## config.mk

```make
export PLATFORM = sky130hd
export DESIGN_NAME = count_enable_gen
export DESIGN_NICKNAME = d
export VERILOG_FILES = /design/src/rtl/count_ctrl_pkg.sv /design/src/rtl/btn_debounce.sv /design/src/rtl/count_enable_gen.sv
export SDC_FILE = /design/constraint.sdc
export NUM_CORES = 1
export LEC_CHECK = 0
export BUFFER_PORTS_ARGS = -buffer_cell sky130_fd_sc_hd__buf_2
export CAP_MARGIN = 10
export CORE_ASPECT_RATIO = 1.4
export CORE_MARGIN = 2
export CORE_UTILIZATION = 65
export CTS_CLUSTER_DIAMETER = 150
export DETAILED_ROUTE_END_ITERATION = 12
export HOLD_SLACK_MARGIN = 0.12
export MAX_ROUTING_LAYER = met4
export PLACE_DENSITY = 0.82
export REMOVE_ABC_BUFFERS = 1
export SLEW_MARGIN = 40
export SYNTH_ARGS = -nofsm -noshare
export SYNTH_HDL_FRONTEND = slang
export SYNTH_SLANG_ARGS = --single-unit
```

## constraint.sdc

```tcl
create_clock -name Clock -period 5.4 [get_ports Clock]
set_input_delay 0.27 -clock Clock [delete_from_list [all_inputs] [get_ports Clock]]
set_output_delay 0.27 -clock Clock [all_outputs]
set_load 0.01 [all_outputs]
```

## src/rtl/count_ctrl_pkg.sv

```systemverilog
// Shared types and defaults for the counter enable generator.
// Divider and debounce counter widths come from cnt_width.
package count_ctrl_pkg;

  typedef enum logic {
    ST_PAUSED  = 1'b0,
    ST_RUNNING = 1'b1
  } state_e;

  localparam int unsigned DEF_DIV0            = 1;
  localparam int unsigned DEF_DIV1            = 12_500_000;
  localparam int unsigned DEF_DIV2            = 25_000_000;
  localparam int unsigned DEF_DIV3            = 50_000_000;
  localparam int unsigned DEF_DEBOUNCE_CYCLES = 1_000_000;

  // Bits needed to count 0..max_count-1, never less than one.
  function automatic int unsigned cnt_width(input int unsigned max_count);
    return (max_count > 1) ? $clog2(max_count) : 1;
  endfunction

endpackage

```

## src/rtl/btn_debounce.sv

```systemverilog
// Synchronises and debounces one active-low pushbutton.
// Press is a registered one-cycle pulse on each accepted press.
module btn_debounce
  import count_ctrl_pkg::*;
#(
  parameter int unsigned DEBOUNCE_CYCLES = DEF_DEBOUNCE_CYCLES
) (
  input  logic Clock,
  input  logic Resetn,
  input  logic Raw_n,
  output logic Level,
  output logic Press
);

  localparam int unsigned   CW       = cnt_width(DEBOUNCE_CYCLES);
  localparam logic [CW-1:0] CNT_LAST = CW'(DEBOUNCE_CYCLES - 1);

  logic          sync1_q, sync1_d;
  logic          sync2_q, sync2_d;
  logic          level_q, level_d;
  logic          press_q, press_d;
  logic [CW-1:0] cnt_q, cnt_d;

  always_comb begin
    sync1_d = Raw_n;
    sync2_d = sync1_q;
    level_d = level_q;
    cnt_d   = '0;
    // A new level must persist for DEBOUNCE_CYCLES consecutive cycles.
    if (sync2_q != level_q) begin
      if (cnt_q == CNT_LAST) begin
        level_d = ~level_q;
      end else begin
        cnt_d = cnt_q + CW'(1);
      end
    end
    press_d = level_q & ~level_d;
  end

  always_ff @(posedge Clock) begin
    if (!Resetn) begin
      sync1_q <= 1'b1;
      sync2_q <= 1'b1;
      level_q <= 1'b1;
      press_q <= 1'b0;
      cnt_q   <= '0;
    end else begin
      sync1_q <= sync1_d;
      sync2_q <= sync2_d;
      level_q <= level_d;
      press_q <= press_d;
      cnt_q   <= cnt_d;
    end
  end

  assign Level = level_q;
  assign Press = press_q;

endmodule

```

## src/rtl/count_enable_gen.sv

```systemverilog
// Generates the counter's En pulses at a switch-selected rate,
// with run/pause and single-step control from two pushbuttons.
module count_enable_gen
  import count_ctrl_pkg::*;
#(
  parameter int unsigned DIV0            = DEF_DIV0,
  parameter int unsigned DIV1            = DEF_DIV1,
  parameter int unsigned DIV2            = DEF_DIV2,
  parameter int unsigned DIV3            = DEF_DIV3,
  parameter int unsigned DEBOUNCE_CYCLES = DEF_DEBOUNCE_CYCLES
) (
  input  logic       Clock,
  input  logic       Resetn,
  input  logic [1:0] Speed,
  input  logic       RunBtn_n,
  input  logic       StepBtn_n,
  output logic       En,
  output logic       Running
);

  localparam int unsigned   DW      = cnt_width(DIV3);
  localparam logic [DW-1:0] RELOAD0 = DW'(DIV0 - 1);
  localparam logic [DW-1:0] RELOAD1 = DW'(DIV1 - 1);
  localparam logic [DW-1:0] RELOAD2 = DW'(DIV2 - 1);
  localparam logic [DW-1:0] RELOAD3 = DW'(DIV3 - 1);

  logic [1:0]    speed_s1_q, speed_s1_d;
  logic [1:0]    speed_s2_q, speed_s2_d;
  logic [1:0]    speed_prev_q, speed_prev_d;
  logic [DW-1:0] div_q, div_d;
  logic [DW-1:0] reload;
  state_e        state_q, state_d;
  logic          en_q, en_d;
  logic          run_press, step_press;
  logic          run_level, step_level;
  logic          levels_unused;

  btn_debounce #(.DEBOUNCE_CYCLES(DEBOUNCE_CYCLES)) u_run_btn (
    .Clock  (Clock),
    .Resetn (Resetn),
    .Raw_n  (RunBtn_n),
    .Level  (run_level),
    .Press  (run_press)
  );

  btn_debounce #(.DEBOUNCE_CYCLES(DEBOUNCE_CYCLES)) u_step_btn (
    .Clock  (Clock),
    .Resetn (Resetn),
    .Raw_n  (StepBtn_n),
    .Level  (step_level),
    .Press  (step_press)
  );

  assign levels_unused = run_level ^ step_level;

  always_comb begin
    case (speed_s2_q)
      2'd0:    reload = RELOAD0;
      2'd1:    reload = RELOAD1;
      2'd2:    reload = RELOAD2;
      default: reload = RELOAD3;
    endcase
  end

  // Priority: run toggle, then speed change, then terminal count or step.
  always_comb begin
    speed_s1_d   = Speed;
    speed_s2_d   = speed_s1_q;
    speed_prev_d = speed_s2_q;
    state_d      = state_q;
    div_d        = div_q;
    en_d         = 1'b0;
    if (run_press) begin
      state_d = (state_q == ST_PAUSED) ? ST_RUNNING : ST_PAUSED;
      div_d   = reload;
    end else if (speed_s2_q != speed_prev_q) begin
      div_d = reload;
    end else if (state_q == ST_RUNNING) begin
      if (div_q == '0) begin
        en_d  = 1'b1;
        div_d = reload;
      end else begin
        div_d = div_q - DW'(1);
      end
    end else begin
      div_d = reload;
      en_d  = step_press;
    end
  end

  // The synchronised Speed resets to 3, so the divider starts at DIV3-1.
  always_ff @(posedge Clock) begin
    if (!Resetn) begin
      speed_s1_q   <= 2'b11;
      speed_s2_q   <= 2'b11;
      speed_prev_q <= 2'b11;
      state_q      <= ST_PAUSED;
      div_q        <= RELOAD3;
      en_q         <= 1'b0;
    end else begin
      speed_s1_q   <= speed_s1_d;
      speed_s2_q   <= speed_s2_d;
      speed_prev_q <= speed_prev_d;
      state_q      <= state_d;
      div_q        <= div_d;
      en_q         <= en_d;
    end
  end

  assign En      = en_q;
  assign Running = (state_q == ST_RUNNING);

endmodule

```

==> reports/results.ini <==
[logic_synthesis]
yosys.area_share.simple_pct=29.4
fraction_of_synthesized_area_in_multiplexers_pct=0.551
synth_warnings=0
synth_area_sq_um=3630
synthDominantAreaCellType=dfxtp_1
synth_enable_flop_cells=0
synth_largest_type_area_fraction_pct=45.2
synth_compound_area_share_pct=5.62
synthXorXnorAreaFrac_pct=14.5
ys_seq_area_share_pct=45.2
synth_cells=400
dominantRegCellSynth=dfxtp_1
synth_top_cells_by_area=dfxtp_1 (45%), xnor2_1 (7.7%), nor2_1 (7.0%), xor2_1 (6.8%), nand2_1 (2.7%)
synth_top_family_by_area=simple AND/OR/NAND/NOR gates
netlist-cell-type-count=46
ys_seq_elements=82
synth-adder-area-share_pct=2.41
async_flop_share_pct=0
syn_avg_cell_area_sq_um=9.08

[power]
leakage_nw=1.37
power.clock.fraction_pct=41.8
powerDensity_nw_per_um2=282
p_switching_w=0.000227
vdd_ir_drop_max_uv=219
internal_power_w=0.000891
p_sw_share_pct=20.3
p_comb_share_pct=2.7
power_share_of_the_sequential_group_pct=55.5

[clock_network]
clock_tree_from_tritoncts=yes
clkSinkCount=82
numCtsBuffers=9
clock_latency_ns=0.35
cts.reportedPaths.clkPinSlew_ns=0.08
cts_post_setup_buffers_inserted=0
cts.path.max_buffers=2
clockRootBuffer=clkbuf_8
cts-htree-levels=3

[die]
floorplan.die_area_sq_um=6210
floorplan.die.width_um=67.2
die_y_um=92.4
rows=32
core_region_area_sq_um=5450
effective_utilization_at_floorplan_pct=66.7
io_pins=8

[drt]
via_per_inst=5.66
drcViolationCount=0
wl_um=6610
drt_iter0_markers=207
routedWlPerCell_um=13.6
routed-via-count=2746
final_antenna_net_count=0
detailedRoute.firstPassIterationCount=4

[critical_path]
worst_ep_required_time_ns=5.61
regToRegEndpoint=div_q[14]$_SDFF_PN1_
crit_path_cell_trace=inv_1, ha_1, nor4b_2, nand4_2, o21a_1, nor4_1, a21oi_1
worst-r2r-cell-count=7
critical-path-slowest-cell=o21a_1
critPathLaunchType=register
critical_path.max_fanout=14
timing_worst_setup_path_type=reg -> reg
endpoint_kind=register
cpPeakStageDelay_ns=0.42
crit_start=div_q[0]$_SDFF_PN1_
arrival_time_at_the_worst_endpoint_ns=2.45
ff2ff_setup_slack_ns=3.16
reg2reg_from=div_q[0]$_SDFF_PN1_

[timing]
layout_min_cycle_time_ns=2.24
skew_final_ns=0.0101
max_slew_margin_pct=50.1
setup_total_negative_slack_ns=0
post-route-period-util_pct=41.6
fin_ws_ns=3.16
setup-violations-final=0
maxSlewViolCount=0
max_clk_rate_mhz=446
hold_viol_final=0
timing_worst_slew_pin_value_ns=0.743
unrepaired_setup_endpoints_after_global_routing=no

[placement]
placement.io_buffers=7
gp_routability_congestion=0.906
pre_cts_slack_ns=3.17
dp_hpwl_um=4640

[layout]
post_layout_net_count=425
ff_latch_area_sq_um=1640
antenna_cells=0
multi_input_comb_area_sq_um=1910
filler_cell_count=409
fraction_of_layout_cells_with_a_size_suffix_above_1_pct=8.87
area_delta_synth_final_pct=9.23

[min_path]
hold-path-cell-count=2
whs_endpoint=u_step_btn.Level$_SDFF_PN1_
hold_start=Resetn
type_of_the_worst_min_delay_path=in -> reg

[flow_run]
drv.max_cap_violation_count=0

[global_route]
grt_antenna_before_repair=0
wire_length_of_the_first_global_routing_pass_um=11300
first_global_vias=2720
grt_max_degree=32
track_usage_pct=24.3
globalRouteOverflowTotal=0

[outcome]
run_status=finished, final reports clean

registers in the layout, summed over array words and instances, names as in the netlist, 2 cells and up:
register,cells
div_q,26
speed_prev_d,2
speed_prev_q,2
speed_s1_q,2
u_run_btn.cnt_q,20
u_step_btn.cnt_q,20
cell families after synthesis:
| kind of cell | count (synthesis) |
|---|---|
| xor gates and xnor gates | 60 |
| adders and majority gates | 7 |
| AOI/OAI and AO/OA | 34 |
| and+or+nand+nor | 195 |
| buffers and inverters | 20 |
| DFF | 82 |
| muxes | 2 |
worst max path at each step:
| stage | end | cells after the start | slack (ns) |
|---|---|---|---|
| global route | div_q[5]$_SDFF_PN1_ | 7 | 2.96 |
| CTS | div_q[14]$_SDFF_PN1_ | 7 | 3.15 |
| detailed placement | div_q[14]$_SDFF_PN1_ | 7 | 3.17 |
| global placement | div_q[5]$_SDFF_PN1_ | 7 | 3.26 |
| floorplan | div_q[14]$_SDFF_PN1_ | 7 | 3.55 |
| finish | div_q[14]$_SDFF_PN1_ | 7 | 3.16 |
area by class of cell:
type	instances	area share, %
tap	68	2.15
clock buffer	15	4.70
clock inverter	1	0.757
inverter	10	0.946
sequential	82	41.4
timing repair buffer	11	1.89
multi-input combinational	298	48.2
critical path, delay by kind of cell, from the launching register on:
kind / cells / cell delay, ns
adders and majority gates: 1 / 0.21
AOI/OAI and AO/OA: 2 / 0.49
buffers and inverters: 1 / 0.08
and+or+nand+nor: 3 / 1.00
DFF: 1 / 0.33
metal layers:
| layer | share of wire, % | wire length, um | global-route usage, % |
|---|---|---|---|
| met1 | 44 | 2890 | 25.3 |
| met2 | 51 | 3340 | 41.3 |
| met3 | 2.3 | 154 | 6.93 |
| met4 | 3.4 | 224 | 11.2 |
| met5 | 0 | 0 | - |
placed cells by master, fill, tap and decap left out, drive strengths merged, types with 9 or more instances in the layout:
cell,n
inv,10
xnor2,32
dfxtp,82
nand4,10
and3,10
nand2b,9
xor2,28
nand2,26
a21oi,12
nand3,20
nor2,68
nor4,16
clkbuf,15
o21ai,11
nor3,12
what timing repair did:
item | 4_1_cts | 5_1_grt
endpoints found under the hold margin | 4 | 0
hold buffers | 4 | 0
gates resized for setup | 0 | 0
cell usage after synthesis, types with 3 or more instances:
cell type,instances
dfxtp_1,82
nor2_1,68
xnor2_1,32
xor2_1,28
nand2_1,26
nand3_1,19
a21oi_1,12
nor4_1,12
nor3_1,11
and3_1,10
inv_1,10
nand2b_1,9
nand4_1,9
o21ai_0,9
ha_1,7
and4_1,5
buf_2,5
clkbuf_1,4
a211oi_1,3
a31oi_1,3
and2_1,3
or3_1,3
or4_1,3
power by group through the flow:
stage	registers [W]	clock network [W]	logic [W]
after floorplan	0.000633	0	0.0000190
after global placement	0.000634	0	0.0000275
after detailed placement	0.000635	0	0.0000278
after CTS	0.000621	0.000475	0.0000302
after global routing	0.000622	0.000502	0.0000334
final	0.000621	0.000468	0.0000301
metrics by stage:
stage	total power [W]	cell area (sq um)	instances	hold WS, ns	utilization [%]
2_1_floorplan	0.000652	3580	390	0.332	-
3_3_place_gp	0.000662	3700	465	0.389	68.0
3_5_place_dp	0.000663	3710	465	0.392	68.1
4_1_cts	0.00113	3970	485	0.323	72.8
5_1_grt	0.00116	3970	485	0.350	72.8
6_report	0.00112	3970	485	0.332	72.8
Note: power is estimated with default switching activity, not from simulation.
